===== config.mk =====
export PLATFORM = sky130hd
export DESIGN_NAME = sprite_blitter
export DESIGN_NICKNAME = d
export VERILOG_FILES = /design/src/rtl/sprite_blitter.sv
export SDC_FILE = /design/constraint.sdc
export NUM_CORES = 1
export LEC_CHECK = 0
export ABC_AREA = 1
export CELL_PAD_IN_SITES_DETAIL_PLACEMENT = 0
export CELL_PAD_IN_SITES_GLOBAL_PLACEMENT = 1
export CORE_MARGIN = 3
export CORE_UTILIZATION = 30
export DETAILED_ROUTE_END_ITERATION = 7
export PLACE_DENSITY_LB_ADDON = 0.05
export SLEW_MARGIN = 10
export SYNTH_ARGS = -nofsm -noshare
export SYNTH_HDL_FRONTEND = slang
export SYNTH_SLANG_ARGS = --single-unit

===== constraint.sdc =====
create_clock -name Clk -period 2.1 [get_ports Clk]
set_clock_uncertainty 0.1 [all_clocks]
set_input_delay 0.21 -clock Clk [delete_from_list [all_inputs] [get_ports Clk]]
set_output_delay 0.21 -clock Clk [all_outputs]
set_load 0.01 [all_outputs]

===== src/rtl/sprite_blitter.sv =====
// Sprite blitter: fetches a sprite descriptor from the sprite table, then walks it row-major and emits one
// source address and screen (x,y) per pixel over valid/ready. Define SPRITE_CLIP_EN to skip off-screen pixels.
module sprite_blitter #(
  parameter int NUM_SPRITES = 13,
  parameter int SCREEN_W    = 640,
  parameter int SCREEN_H    = 480
) (
  input  logic        Clk,
  input  logic        Reset,
  input  logic        start,
  input  logic [5:0]  sprite_id,
  input  logic [9:0]  pos_x,
  input  logic [9:0]  pos_y,
  output logic [5:0]  tbl_id,
  input  logic [44:0] tbl_data,
  output logic        px_valid,
  input  logic        px_ready,
  output logic [24:0] src_addr,
  output logic [9:0]  dst_x,
  output logic [9:0]  dst_y,
  output logic        busy,
  output logic        done,
  output logic        bad_id
);

  // state  | meaning
  // IDLE   | waiting for start; id and position registered on start
  // LOOKUP | id presented to the sprite table
  // LATCH  | table output captured, empty/invalid sprites go straight to DONE
  // RUN    | walking pixels row-major
  // DONE   | one-cycle done (and bad_id) pulse
  typedef enum logic [2:0] {S_IDLE, S_LOOKUP, S_LATCH, S_RUN, S_DONE} state_t;

  state_t      state, state_d;
  logic [9:0]  org_x, org_y, width, height, row, col;
  logic        bad_q, id_bad, tbl_empty, last_px, skip, advance;

  assign id_bad    = tbl_id >= 6'(NUM_SPRITES);
  assign tbl_empty = (tbl_data[19:10] == 10'd0) || (tbl_data[9:0] == 10'd0);
  assign last_px   = (row == height - 10'd1) && (col == width - 10'd1);

`ifdef SPRITE_CLIP_EN
  logic [10:0] sum_x, sum_y;
  assign sum_x = {1'b0, org_x} + {1'b0, col};
  assign sum_y = {1'b0, org_y} + {1'b0, row};
  assign skip  = (sum_x >= 11'(SCREEN_W)) || (sum_y >= 11'(SCREEN_H));
  assign dst_x = sum_x[9:0];
  assign dst_y = sum_y[9:0];
`else
  assign skip  = 1'b0;
  assign dst_x = org_x + col;
  assign dst_y = org_y + row;
`endif

  // Clipped pixels advance without a handshake so the walk stays one step per cycle.
  assign px_valid = (state == S_RUN) && !skip;
  assign advance  = (state == S_RUN) && (px_ready || skip);
  assign busy     = state != S_IDLE;
  assign done     = state == S_DONE;
  assign bad_id   = done && bad_q;

  always_ff @(posedge Clk) begin
    if (Reset) state <= S_IDLE;
    else       state <= state_d;
  end

  always_comb begin
    state_d = state;
    case (state)
      S_IDLE:   if (start) state_d = S_LOOKUP;
      S_LOOKUP: state_d = S_LATCH;
      S_LATCH:  state_d = (id_bad || tbl_empty) ? S_DONE : S_RUN;
      S_RUN:    if (advance && last_px) state_d = S_DONE;
      S_DONE:   state_d = S_IDLE;
      default:  state_d = S_IDLE;
    endcase
  end

  always_ff @(posedge Clk) begin
    if (Reset) begin
      tbl_id   <= '0;
      org_x    <= '0;
      org_y    <= '0;
      width    <= '0;
      height   <= '0;
      row      <= '0;
      col      <= '0;
      src_addr <= '0;
      bad_q    <= 1'b0;
    end else begin
      case (state)
        S_IDLE: if (start) begin
          tbl_id <= sprite_id;
          org_x  <= pos_x;
          org_y  <= pos_y;
          row    <= '0;
          col    <= '0;
          bad_q  <= 1'b0;
        end
        S_LATCH: begin
          src_addr <= tbl_data[44:20];
          width    <= tbl_data[19:10];
          height   <= tbl_data[9:0];
          row      <= '0;
          col      <= '0;
          bad_q    <= id_bad;
        end
        S_RUN: if (advance) begin
          src_addr <= src_addr + 25'd1;
          if (col == width - 10'd1) begin
            col <= '0;
            row <= row + 10'd1;
          end else begin
            col <= col + 10'd1;
          end
        end
        default: ;
      endcase
    end
  end

endmodule


==> metrics.txt <==
crit-path max FO 2; Worst Path Buf+Inv 2; Final Worst Setup Slack -0.332 ns; top post-synthesis cells by area dfxtp_1 31%, nand2_1 13%, a21oi_1 7.8%; Max stage delay on crit path between 0.3 and 0.4 ns; Critical Path End Type output pin; Crit Path Category register to output pin; total die area approximately 0.022 mm2; most frequent cells after synthesis 218 x nand2_1, 96 x nor2_1, 95 x a21oi_1, 95 x dfxtp_1, 95 x inv_1; startpoint types register; Post-DP Area 0.00831 mm2; layout cells sized above 1 0.227; pre-CTS setup slack -0.454 ns; yosys warns 0; antenna violations before repair 0; slew of the pin with the lowest slew margin about 0.71 ns; top_reg_cell synth dfxtp_1; WL/cell 14.7 um; Hold Crit Class input port to register; Fillers around 2100; Synth async-reset ratio 0; post-route clock period utilization 1.16; DRC 0; core box area approximately 0.02 mm2; clk root buf clkbuf_16; synth-to-layout area growth 50.8%; WL final around 21000 um; # diodes 0; Max Slew Vio Count 0; CTS tree done; hold_buf cts 0; Final Critical Period 2.43 ns; vias in the first global route 6393; TritonRoute pass-1 iters 5; status complete, but fails checks; syn_nets about 1000; final instance area between 0.009 and 0.01 mm2; PwrDens 1100 mW/mm2; RSZ-0062 raised after global routing true; failing checks negative setup slack; Clock Pin Slew Worst Setup and Hold Paths 0.08 ns; Synth Instances 941; Peak VDD IR about 0.00047 V; Most Frequent Cell on Critical Path nand2_1; post-synthesis sequential area ratio 0.310; most frequent cell after synthesis nand2_1; critical-path cell list ha_4, inv_4, fa_2, o21ai_2, nand2_1, nand2_1, nand2_1, nand2_2, nand2_1, nand2_1, a21oi_2, xor2_1, buf_2; Die Wd about 150 um; die height around 150 um; nets roughly 1200; max-cap violations 0; Vias/cell about 4.7; Inserted Clock Buffers 9; Final Setup Violations 4; share of the synthesized area in the top cell type 0.310; CTS Buffer Depth 2; largest net degree at the start of global routing 50; Mean Syn Cell Area around 6.5 um2; Total GRT Usage 0.187; Boundary Pins between 100 and 150; Initial Util 0.310; DRT iter0 DRCs 370; clk_lat worst skew between 0.3 and 0.4 ns; DPL Wire Length between 15000 and 20000 um; WP data required 1.79 ns; post-synth top area cell dfxtp_1; post-synth cell types just over 40; number of flops mapped to enable cells by yosys 0; IO buf count between 100 and 150; first-pass GRT wire length between 30000 and 40000 um; final hold violation count 0; num rows a little over 50; global route total overflow 0; flops & latches, synth 95; GPL Wtd Cong ~0.85; CTS sink cnt between 90 and 100; crit path DAT between 2 and 2.5 ns; Fmax achieved between 0.4 and 0.5 GHz; Leak between 0.003 and 0.004 uW; cell family with most CP delay adder cells; Synth Cell Area around 0.0061 mm2; via count 6612; H-tree Lvls 3; Final ANT Viol Nets 0; critical path's slowest cell fa_2; Max-slew headroom 0.526
cell usage in the layout, fill, tap and decap left out, types with 14 or more instances in the layout:
master           count
dfxtp_1             72
a21oi_1             79
inv_1               86
nor2_1              92
nand3_1             84
xor2_1              38
buf_4               94
dfxtp_2             23
nand2_1            204
o21ai_0             55
ha_4                14
buf_2               17
nor3_1              15
a21oi_2             14
clkdlybuf4s50_1    107
path summary, 6_finish.rpt:
check              startpoint         to  slack, ns  cells past startpoint
hold / removal    tbl_data[4]  height[4]       0.32                      3
hold reg to reg      org_x[8]   org_x[8]       0.37                      2
setup / recovery     org_y[0]   dst_y[8]      -0.33                     13
setup reg to reg     width[1]     row[2]       0.05                     16
layout make-up:
class                      count  area (um2)  area share
clock buffer                  10         239      0.0258
clock inverter                 6         115      0.0125
inverter                      99         384      0.0415
multi-input combinational    711        4190       0.453
sequential                    95        1930       0.209
tap                          265         332      0.0359
timing repair buffer         233        2050       0.222
worst min-delay path: cells and delay by family:
kind                   cells  cell delay, ns
buffers and inverters      2            0.46
AO/OA/AOI/OAI              1            0.06
timing repair:
| action | 4_1_cts | 5_1_grt |
|---|---|---|
| gates resized for setup | 131 | 70 |
| buffers inserted | 6 | 8 |
| endpoints found under the setup margin | 21 | 42 |
| pin swaps | 33 | 24 |
| cloned | 0 | 2 |
per-layer routing:
| metal | GRT usage | vias up | part of all wire |
|---|---|---|---|
| met5 | 0 | - | 0 |
| met4 | 0.0439 | 0 | 0.0095 |
| met3 | 0.0243 | 12 | 0.040 |
| met2 | 0.297 | 136 | 0.45 |
| met1 | 0.269 | 2977 | 0.50 |
| li1 | - | 3487 | - |
through the flow:
step,TNS [ns],hold slack (ns),util,cells,power (uW)
2_1_floorplan,0,0.245,-,941,5610
6_report,-1.09,0.319,0.467,1419,10100
3_3_place_gp,-2.88,0.357,0.420,1389,7720
3_5_place_dp,-3.06,0.363,0.420,1389,7720
4_1_cts,-1.27,0.308,0.451,1410,9880
5_1_grt,-2.86,0.335,0.467,1419,11000
report_power, final:
| group | total [uW] | leakage [uW] | internal [uW] | switching, uW |
|---|---|---|---|---|
| clock network | 2000 | 0.000170 | 1210 | 788 |
| logic | 5380 | 0.00296 | 2400 | 2980 |
| registers | 2750 | 0.000784 | 2280 | 473 |
kinds of logic after synthesis:
kind of cell,synth area share
simple gates,0.329
compound gates,0.143
buf+inv,0.0869
flops,0.310
xor+xnor,0.0771
fa+ha+maj,0.0535
registers in the layout (all words and copies together) (netlist names):
| signal | cells |
|---|---|
| org_y | 10 |
| src_addr | 25 |
| state | 3 |
| org_x | 10 |
| bad_q | 1 |
| tbl_id | 6 |
| width | 10 |
| height | 10 |
| row | 10 |
| col | 10 |
No activity file was read; power rests on OpenSTA's default activity.
